--- config.mk ---
export PLATFORM = sky130hd
export DESIGN_NAME = mdu_seq_flat
export DESIGN_NICKNAME = d
export VERILOG_FILES = /design/src/rtl/mdu_seq_pkg.sv /design/src/rtl/mdu_seq_if.sv /design/src/rtl/mdu_seq_step.sv /design/src/rtl/mdu_seq.sv /design/src/flat_wrapper.sv
export SDC_FILE = /design/constraint.sdc
export NUM_CORES = 1
export LEC_CHECK = 0
export BUFFER_PORTS_ARGS = -buffer_cell sky130_fd_sc_hd__clkbuf_2
export CAP_MARGIN = 25
export CORE_AREA = 2 2 124 96
export DETAILED_ROUTE_END_ITERATION = 8
export DIE_AREA = 0 0 126 98
export GPL_ROUTABILITY_DRIVEN = 0
export HOLD_SLACK_MARGIN = 0.12
export SYNTH_ARGS = -nofsm -noshare
export SYNTH_HDL_FRONTEND = slang
export SYNTH_SLANG_ARGS = --single-unit
export TNS_END_PERCENT = 50
--- constraint.sdc ---
create_clock -name clk -period 12 [get_ports clk]
set_clock_uncertainty 0.05 [all_clocks]
set_input_delay 2.4 -clock clk [delete_from_list [all_inputs] [get_ports clk]]
set_output_delay 2.4 -clock clk [all_outputs]
set_load 0.02 [all_outputs]
--- src/rtl/mdu_seq_pkg.sv ---
// mdu_seq_pkg: shared definitions for the iterative multiply/divide unit.
//   - Operation encodings (MDU_MULU/MDU_MULS/MDU_DIVQ/MDU_DIVR) as seen on op.
//   - FSM state encodings (MDU_IDLE/MDU_RUN/MDU_DONE).
//   - Fallback for the CPU-wide data width define when definy.v is absent.
// Optional build macro used by the MDU files: MDU_HIGH_EN (adds result_hi).

`ifndef DATA_WIDTH
`define DATA_WIDTH 8
`endif

package mdu_seq_pkg;

  typedef enum logic [1:0] {
    MDU_MULU = 2'b00,
    MDU_MULS = 2'b01,
    MDU_DIVQ = 2'b10,
    MDU_DIVR = 2'b11
  } mdu_op_e;

  typedef enum logic [1:0] {
    MDU_IDLE = 2'd0,
    MDU_RUN  = 2'd1,
    MDU_DONE = 2'd2
  } mdu_state_e;

  localparam int MDU_DEFAULT_WIDTH = `DATA_WIDTH;

  // Divide ops share the top encoding bit; the datapath keys off it.
  function automatic logic mdu_is_div(mdu_op_e op);
    return op[1];
  endfunction

endpackage

--- src/rtl/mdu_seq_if.sv ---
// mdu_seq_if: request/result bundle between the control unit and mdu_seq.
//   master modport: control unit side (drives start/op/opa/opb).
//   slave  modport: mdu_seq side (drives busy/done/acc_ce/result/cy_o).
// Parameter N is the operand/result width.
// Macro MDU_HIGH_EN: when defined, adds result_hi (N bits) driven by the slave.

interface mdu_seq_if #(parameter int N = mdu_seq_pkg::MDU_DEFAULT_WIDTH);

  logic         start;
  logic [1:0]   op;
  logic [N-1:0] opa;
  logic [N-1:0] opb;
  logic         busy;
  logic         done;
  logic         acc_ce;
  logic [N-1:0] result;
  logic         cy_o;

`ifdef MDU_HIGH_EN
  logic [N-1:0] result_hi;

  modport master (output start, op, opa, opb,
                  input  busy, done, acc_ce, result, cy_o, result_hi);
  modport slave  (input  start, op, opa, opb,
                  output busy, done, acc_ce, result, cy_o, result_hi);
`else
  modport master (output start, op, opa, opb,
                  input  busy, done, acc_ce, result, cy_o);
  modport slave  (input  start, op, opa, opb,
                  output busy, done, acc_ce, result, cy_o);
`endif

endinterface

--- src/rtl/mdu_seq_step.sv ---
// mdu_step: one combinational iteration of the MDU datapath.
//   is_div  in   0 = shift-add multiply step, 1 = restoring-divide step
//   acc_i   in   2N-bit working register {high half, low half}
//   b_i     in   multiplicand (multiply) or divisor (divide)
//   acc_o   out  working register after this iteration
// Multiply: low half holds the remaining multiplier bits, high half the
// partial product; the pair shifts right one bit per step.
// Divide: high half is the partial remainder, low half the dividend bits
// being shifted out while quotient bits are shifted in.

module mdu_step #(
  parameter int N = 8
) (
  input  logic           is_div,
  input  logic [2*N-1:0] acc_i,
  input  logic [N-1:0]   b_i,
  output logic [2*N-1:0] acc_o
);

  logic [N-1:0] hi;
  logic [N-1:0] lo;
  logic [N:0]   sum;
  logic [N:0]   trial;
  logic [N:0]   diff;
  logic         fits;

  always_comb begin
    hi    = acc_i[2*N-1:N];
    lo    = acc_i[N-1:0];
    // Carry out of the add is kept as the new top bit after the right shift.
    sum   = {1'b0, hi} + (lo[0] ? {1'b0, b_i} : '0);
    // Remainder stays below the divisor, so N+1 bits hold the shifted value.
    trial = {hi, lo[N-1]};
    fits  = (trial >= {1'b0, b_i});
    diff  = trial - {1'b0, b_i};
    if (is_div) begin
      if (fits) acc_o = {diff[N-1:0], lo[N-2:0], 1'b1};
      else      acc_o = {trial[N-1:0], lo[N-2:0], 1'b0};
    end else begin
      acc_o = {sum, lo[N-1:1]};
    end
  end

endmodule

--- src/rtl/mdu_seq.sv ---
// mdu_seq: iterative multiply/divide unit feeding the accumulator.
//   clk   in  system clock, rising edge
//   rst   in  asynchronous active-high reset
//   bus   slave modport of mdu_seq_if:
//         start/op/opa/opb in; busy, done, acc_ce (= done), result, cy_o out
// One iteration per clock; N iterations for every op except divide-by-zero,
// which completes immediately. result/cy_o change only when DONE is entered.
// Macro MDU_HIGH_EN: when defined, also drives bus.result_hi (upper half).

module mdu_seq
  import mdu_seq_pkg::*;
#(
  parameter int data_width = `DATA_WIDTH,
  parameter int CNT_W      = $clog2(data_width) + 1
) (
  input logic     clk,
  input logic     rst,
  mdu_seq_if.slave bus
);

  localparam int N = data_width;

  mdu_state_e       state_q, state_d;
  mdu_op_e          op_q, op_d;
  logic             neg_q, neg_d;
  logic [CNT_W-1:0] cnt_q, cnt_d;
  logic [2*N-1:0]   acc_q, acc_d;
  logic [N-1:0]     b_q, b_d;
  logic [N-1:0]     result_q, result_d;
  logic             cy_q, cy_d;
`ifdef MDU_HIGH_EN
  logic [N-1:0]     hi_q, hi_d;
`endif

  mdu_op_e          op_in;
  logic [N-1:0]     opa_mag, opb_mag;
  logic [2*N-1:0]   step_acc, prod_fix;
  logic [N-1:0]     fin_lo, fin_hi;
  logic             fin_cy;

  mdu_step #(.N(N)) u_step (
    .is_div (mdu_is_div(op_q)),
    .acc_i  (acc_q),
    .b_i    (b_q),
    .acc_o  (step_acc)
  );

  // Signed multiply runs on magnitudes; the most negative value maps to
  // 2^(N-1), which still fits N unsigned bits.
  always_comb begin
    op_in   = mdu_op_e'(bus.op);
    opa_mag = bus.opa;
    opb_mag = bus.opb;
    if (op_in == MDU_MULS) begin
      if (bus.opa[N-1]) opa_mag = -bus.opa;
      if (bus.opb[N-1]) opb_mag = -bus.opb;
    end
  end

  // Final values from the last iteration, used on the RUN->DONE edge.
  always_comb begin
    prod_fix = neg_q ? -step_acc : step_acc;
    fin_lo   = '0;
    fin_hi   = '0;
    fin_cy   = 1'b0;
    case (op_q)
      MDU_MULU: begin
        fin_lo = prod_fix[N-1:0];
        fin_hi = prod_fix[2*N-1:N];
        fin_cy = |fin_hi;
      end
      MDU_MULS: begin
        fin_lo = prod_fix[N-1:0];
        fin_hi = prod_fix[2*N-1:N];
        fin_cy = (fin_hi != {N{fin_lo[N-1]}});
      end
      MDU_DIVQ: begin
        fin_lo = step_acc[N-1:0];
        fin_hi = step_acc[2*N-1:N];
      end
      MDU_DIVR: begin
        fin_lo = step_acc[2*N-1:N];
        fin_hi = step_acc[N-1:0];
      end
      default: ;
    endcase
  end

  always_comb begin
    state_d  = state_q;
    op_d     = op_q;
    neg_d    = neg_q;
    cnt_d    = cnt_q;
    acc_d    = acc_q;
    b_d      = b_q;
    result_d = result_q;
    cy_d     = cy_q;
`ifdef MDU_HIGH_EN
    hi_d     = hi_q;
`endif
    case (state_q)
      MDU_IDLE: begin
        if (bus.start) begin
          op_d  = op_in;
          cnt_d = CNT_W'(N);
          neg_d = (op_in == MDU_MULS) && (bus.opa[N-1] ^ bus.opb[N-1]);
          if (mdu_is_div(op_in)) begin
            b_d   = bus.opb;
            acc_d = {{N{1'b0}}, bus.opa};
            if (bus.opb == '0) begin
              state_d  = MDU_DONE;
              result_d = (op_in == MDU_DIVQ) ? '1 : bus.opa;
              cy_d     = 1'b1;
`ifdef MDU_HIGH_EN
              hi_d     = '0;
`endif
            end else begin
              state_d = MDU_RUN;
            end
          end else begin
            b_d     = opa_mag;
            acc_d   = {{N{1'b0}}, opb_mag};
            state_d = MDU_RUN;
          end
        end
      end
      MDU_RUN: begin
        acc_d = step_acc;
        cnt_d = cnt_q - CNT_W'(1);
        if (cnt_q == CNT_W'(1)) begin
          state_d  = MDU_DONE;
          result_d = fin_lo;
          cy_d     = fin_cy;
`ifdef MDU_HIGH_EN
          hi_d     = fin_hi;
`endif
        end
      end
      MDU_DONE: state_d = MDU_IDLE;
      default:  state_d = MDU_IDLE;
    endcase
  end

  always_ff @(posedge clk or posedge rst) begin
    if (rst) begin
      state_q  <= MDU_IDLE;
      op_q     <= MDU_MULU;
      neg_q    <= 1'b0;
      cnt_q    <= '0;
      acc_q    <= '0;
      b_q      <= '0;
      result_q <= '0;
      cy_q     <= 1'b0;
`ifdef MDU_HIGH_EN
      hi_q     <= '0;
`endif
    end else begin
      state_q  <= state_d;
      op_q     <= op_d;
      neg_q    <= neg_d;
      cnt_q    <= cnt_d;
      acc_q    <= acc_d;
      b_q      <= b_d;
      result_q <= result_d;
      cy_q     <= cy_d;
`ifdef MDU_HIGH_EN
      hi_q     <= hi_d;
`endif
    end
  end

  assign bus.busy   = (state_q != MDU_IDLE);
  assign bus.done   = (state_q == MDU_DONE);
  assign bus.acc_ce = (state_q == MDU_DONE);
  assign bus.result = result_q;
  assign bus.cy_o   = cy_q;
`ifdef MDU_HIGH_EN
  assign bus.result_hi = hi_q;
`endif

endmodule
--- src/flat_wrapper.sv ---
// flat-port wrapper written by rule: the top's interface ports become plain ports
module mdu_seq_flat import mdu_seq_pkg::*;
#(
  parameter int data_width = `DATA_WIDTH,
  parameter int CNT_W      = $clog2(data_width) + 1
)
  (clk, rst, bus_start, bus_op, bus_opa, bus_opb, bus_busy, bus_done, bus_acc_ce, bus_result, bus_cy_o);
  mdu_seq_if bus_i ();
  input logic clk;
  input logic rst;
  input wire logic [$bits(bus_i.start)-1:0] bus_start;
  input wire logic [$bits(bus_i.op)-1:0] bus_op;
  input wire logic [$bits(bus_i.opa)-1:0] bus_opa;
  input wire logic [$bits(bus_i.opb)-1:0] bus_opb;
  output wire logic [$bits(bus_i.busy)-1:0] bus_busy;
  output wire logic [$bits(bus_i.done)-1:0] bus_done;
  output wire logic [$bits(bus_i.acc_ce)-1:0] bus_acc_ce;
  output wire logic [$bits(bus_i.result)-1:0] bus_result;
  output wire logic [$bits(bus_i.cy_o)-1:0] bus_cy_o;
  assign bus_i.start = bus_start;
  assign bus_i.op = bus_op;
  assign bus_i.opa = bus_opa;
  assign bus_i.opb = bus_opb;
  assign bus_busy = bus_i.busy;
  assign bus_done = bus_i.done;
  assign bus_acc_ce = bus_i.acc_ce;
  assign bus_result = bus_i.result;
  assign bus_cy_o = bus_i.cy_o;
  mdu_seq #(.data_width(data_width), .CNT_W(CNT_W)) u_core (.clk(clk), .rst(rst), .bus(bus_i));
endmodule
# After elaboration in Yosys (flattened, before gate mapping)
# Index checks and enable logic that the tools add are counted.
[classes] addsub=6 n_lt_le_gt_ge=1 n_eq_ne=13 mux=32 bitwise_logic=1 reduce_logical=12
[ops] op="$mux 8" n=12
[ops] op="$mux 16" n=4
[ops] op="$pmux 16 s2" n=1
[ops] op="$pmux 8 s3" n=1
[ops] op="$neg 16->16" n=1
[ops] op="$neg 8->8" n=2
[ops] op="$pmux 8 s2" n=1
[ops] op="$add 8x8->9" n=1
[ops] op="$ge 9x8->1" n=1
[ops] op="$eq 2x2->1 const B" n=4
[ops] op="$logic_not 8->1" n=1
[ops] op="$mux 2" n=4
[ops] op="$ne 8x8->1" n=1
[ops] op="$pmux 4 s2" n=1
[ops] op="$reduce_or 8->1" n=1
[ops] op="$sub 8x8->8" n=1
[ops] op="$eq 2x1->1 const B" n=3
[ops] op="$reduce_and 2->1" n=3
[ops] op="$reduce_and 5->1" n=1
[ops] op="$eq 4x1->1 const B" n=1
[ops] op="$logic_not 2->1" n=2
[ops] op="$mux 1" n=4
[ops] op="$mux 4" n=1
[ops] op="$ne 2x1->1 const B" n=2
[ops] op="other kinds (8)" n=11
[word_totals] reg_bits=42 out_inout_bits=12 word_cells=73

# Longest topological paths before layout
[logic_depth] word_depth=9 depth_mapped=18 ltp_nobuf=16

# Modules after synthesis
# From an unflattened synthesis, not the netlist that was laid out.
[unflattened] cells_unflattened=525 area_unflattened_um2=4002.6
[modules_own_cells] mod="mdu_seq" instances=1 cells_per_inst=390 area_each_um2=3021.6
[modules_own_cells] mod="mdu_step" instances=1 cells_per_inst=135 area_each_um2=980.9

# Worst setup path after synthesis
# OpenSTA, ideal clock, no wires.
[synth_path] path_type="in2reg" startpoint="in bus_op[1]" endpoint="reg u_core.result_q[0], in the netlist u_core.bus.result[0]" setup_time_ns=0.140 t_arrival_ns=3.720 slack_ns=8.090 stages=7 path_buffers=2 cell_sequence="clkbuf_1 inv_1 nor4b_1 a21oi_1 clkbuf_1 nand2_1 o21ai_0"
[synth_via] elab_chain_cells=6
[synth_lines] item="start, declared" line="flat_wrapper.sv:12" source="input wire logic [$bits(bus_i.op)-1:0] bus_op;"
[synth_lines] item="$eq 2x2->1" line="mdu_seq.sv:112" source="result_d = (op_in == MDU_DIVQ) ? '1 : bus.opa;"
[synth_lines] item="$mux 8" line="mdu_seq.sv:112"
[synth_lines] item="$mux 8" line="mdu_seq.sv:110" source="if (bus.opb == '0) begin"
[synth_lines] item="$mux 8" line="mdu_seq.sv:107" source="if (mdu_is_div(op_in)) begin"
[synth_lines] item="$mux 8" line="mdu_seq.sv:103" source="if (bus.start) begin"
[synth_lines] item="$pmux 8 s2" line="mdu_seq.sv:101" source="case (state_q)"
[synth_lines] item="end signal, assigned" line="mdu_seq.sv:164" source="result_q <= result_d;"
[synth_lines] item="end, declared" line="mdu_seq.sv:29" source="logic [N-1:0] result_q, result_d;"
# Parallel ways exist; a longest one is shown, timed or not. The select of a mux whose other input is x is not followed.
# A chain may end at the register's enable or synchronous reset.

# Worst setup path after layout
[layout_path] startpoint="reg u_core.acc_q[13]" endpoint="reg u_core.cy_q, in the netlist u_core.bus.cy_o"
[layout_via] elab_chain_cells=9
[layout_lines] item="start, declared" line="mdu_seq.sv:27" source="logic [2*N-1:0] acc_q, acc_d;"
[layout_lines] item="start signal, assigned" line="mdu_seq.sv:150" source="acc_q <= '0;"
[layout_lines] item="start signal, assigned" line="mdu_seq.sv:162" source="acc_q <= acc_d;"
[layout_lines] item="$sub 8x8->8 / $ge 9x8->1 (equally long branches)" line="mdu_seq_step.sv:35, mdu_seq_step.sv:34"
[layout_lines] item="$mux 16" line="mdu_seq_step.sv:37" source="if (fits) acc_o = {diff[N-1:0], lo[N-2:0], 1'b1};"
[layout_lines] item="$mux 16 *" line="mdu_seq_step.sv:36" source="if (is_div) begin"
[layout_lines] item="$neg 16->16" line="mdu_seq.sv:62" source="prod_fix = neg_q ? -step_acc : step_acc;"
[layout_lines] item="$mux 16 *" line="mdu_seq.sv:62"
[layout_lines] item="$ne 8x8->1 / $reduce_or 8->1 (equally long branches)" line="mdu_seq.sv:75, mdu_seq.sv:70"
[layout_lines] item="$pmux 1 s2 *" line="mdu_seq.sv:66" source="case (op_q)"
[layout_lines] item="$mux 1 *" line="mdu_seq.sv:130" source="if (cnt_q == CNT_W'(1)) begin"
[layout_lines] item="$pmux 1 s2 *" line="mdu_seq.sv:101"
[layout_lines] item="end signal, assigned" line="mdu_seq.sv:165" source="cy_q <= cy_d;"
[layout_lines] item="end, declared" line="mdu_seq.sv:30" source="logic cy_q, cy_d;"
# Mark *: on every way between the ends. The rest lies on a longest branch, timed or not. The select of a mux whose other input is x is not followed.

==> results.md <==
- Status: finished, final reports clean
- CTS Buf Count: 5
- Final min period: 4306 ps
- Top-Level Pins: 33
- Max-cap violations: 0
- R2R cell count: 15
- CP Class: reg2reg
- Async set-reset flop share out of synthesis: 100.0%
- Most frequent cell after synthesis: nand2_1
- Root buffer cell: clkbuf_16
- N_diodes: 0
- Area Growth Syn to Fin: 8.813%
- Vias after detailed routing: 4186
- Post-CTS setup repair buffer count: 0
- CTS hold repair buffers: 0
- Hold Violations, Final: 0
- DR iter-0 viols: 568
- Num rows: 34
- Max_slew headroom: 29.65%
- Tightest Hold Check Type: reg2reg
- Worst Path Max Fanout: 12
- Pin count of the biggest net entering global routing: 57
- Post-Syn Area: 4259 sq um
- Final antenna-violating net count: 0
- Layout cells sized above 1: 13.85%
- Sequential area share after synthesis: 24.68%
- Setup slack, reg-to-reg: 7690 ps
- Clk_lat worst skew: 290 ps
- RSZ-0062 raised after global routing: no
- Crit Reg-Reg Endpoint: u_core.bus.cy_o
- Hold-critical path depth: 2
- Cell variety after synth: 82
- Fin Setup TNS: 0 ps
- Drc violations: 0
- Vias in the first global route: 3971
- CP endpoint kind: flip-flop
- Fmax: 232.2 MHz
- Synth Flop Type: dfrtp_1
- HP Start: u_core.bus.result[3]
- Post-synth top area share: 24.68%
- Mux cell area share after synthesis: 3.261%
- Synth top area cells: dfrtp_1, ha_1, o21ai_0
- Post-synthesis register bit count: 42
- CP startpoint: u_core.acc_q[13]
- Data arrival, critical path: 4430 ps
- Post-Syn Area per Cell: 7.829 sq um
- Initial antenna violation count: 0
- Routed WL per cell: 18.61 microns
- Total Routed Length: 13030 microns
- Commonest cells in the netlist: nand2_1, o21ai_0, a21oi_1
- Syn Inst Count: 544
- Clk buf depth: 2
- Number of gates resized after cts: 0
- Worst Tran Pin Value: 1053 ps
- Total clock sinks: 42
- GR Util All Layers: 21.52%
- Hold Path End: u_core.bus.result[3]
- Setup Viol. Count Final: 0
- Hpwl dp: 9851 microns
- Synth Area in XOR/XNOR: 4.935%
- TritonRoute pass-1 iters: 5
- Reg clk slew, reported paths: 70 ps
- Grt total ovfl: 0
- Number of synthesized flops with an enable pin: 0
- Syn_nets: 588
- Compound-gate portion of the synthesized area: 27.67%
- Max-slew violation count: 0
- Period utilisation layout: 35.88%
- First-pass GRT wire length: 21330 microns
- Simple-gate portion of the synthesized area: 25.32%
- WP data required: 12130 ps
- Initial Util: 37.92%
- Die Y: 98 microns
- Core Area: 11230 sq um
- Die ar.: 12350 sq um
- Reg-to-reg startpoint: u_core.acc_q[13]
- Area share of fa/ha/maj cells after synthesis: 7.109%
- Vias per inst: 5.980
- Die X: 126 microns
- Largest family of logic cells by synthesized area: compound AO/OA/AOI/OAI gates
- Port Buffers: 32
- Yosys warnings: 0
- CTS tree: yes
- Post-synth top area cell: dfrtp_1
- H-tree Lvls: 2
- Nets@finish: 599
- Critical Path Start Type: flip-flop
[layout make-up]
cell class                      instances  area [sq um]
Clock inverter                          3         68.82
Sequential cell                        42          1052
Clock buffer                            5         125.1
Timing Repair Buffer                   36         190.2
Tap cell                              144         180.2
Inverter                               29         108.9
Multi-Input combinational cell        441          2909
Fill cell                            1164          6596
[critical path: stages, from the launching register on]
cell and delay [ps]:
dfrtp_1 430, ha_1 360, a21o_1 190, a211oi_2 340, o21ai_2 230, nor2_2 490, a21o_1 240, ha_1 170
o21ai_0 150, or3_2 480, a31oi_1 230, nand4_1 180, mux2i_1 200, a32oi_1 110, o31ai_1 280, a21oi_1 60
[layout by cell type, fill, tap and decap left out, drive strengths merged, types with 5 or more instances in the layout]
cell type	count
clkbuf	37
inv	27
a211oi	10
and3	7
ha	21
nor2b	5
o21ai	56
xor2	9
or4	5
nor3b	5
o31ai	5
a31oi	10
o22ai	6
mux2i	9
o221ai	5
nand2	55
and2	8
dfrtp	42
nor3	16
a21oi	46
nand2b	7
nand4	6
nand3	22
nor2	44
xnor2	15
or3	7
[metrics by stage]
stage	cell area, sq um	std cells	hold slack (ps)	worst slack [ps]	util, %
after global placement	4441	692	421.6	7585	39.54
final	4634	700	425.5	7694	41.27
after CTS	4634	700	434.3	7770	41.27
after global routing	4634	700	467.1	7426	41.27
after detailed placement	4441	692	420.4	7548	39.54
after floorplan	4259	544	401.6	8090	-
[worst max path at each step]
| stage | end | slack [ps] | depth (start not counted) |
|---|---|---|---|
| 6_report | u_core.bus.cy_o | 7690 | 15 |
| 2_1_floorplan | u_core.bus.result[0] | 8090 | 7 |
| 5_1_grt | u_core.bus.cy_o | 7430 | 15 |
| 3_3_place_gp | u_core.bus.cy_o | 7580 | 9 |
| 3_5_place_dp | u_core.bus.cy_o | 7550 | 9 |
| 4_1_cts | u_core.bus.cy_o | 7770 | 14 |
[metal layers]
metal / share of wire, % / track usage (%)
met5: 0 / 0
met4: 0.97 / 4.903
met3: 6.3 / 4.329
met2: 41 / 30.36
met1: 52 / 33.48
[kinds of logic after synthesis]
group,after synthesis
AND/OR/NAND/NOR,203
AO/OA/AOI/OAI,178
buffers and inverters,61
flip-flops,42
XOR/XNOR,24
adder cells (fa/ha/maj),23
multiplexers,13
[flip-flops by register name, indices dropped and copies added, names as in the netlist]
signal	cells
u_core.acc_q	16
u_core.b_q	8
u_core.bus.result	8
u_core.cnt_q	4
u_core.op_q	2
u_core.state_q	2
u_core.bus.cy_o	1
u_core.neg_q	1
Power is not shown: default switching activity piles up to over one toggle a cycle in this logic, so the estimate is an artifact.
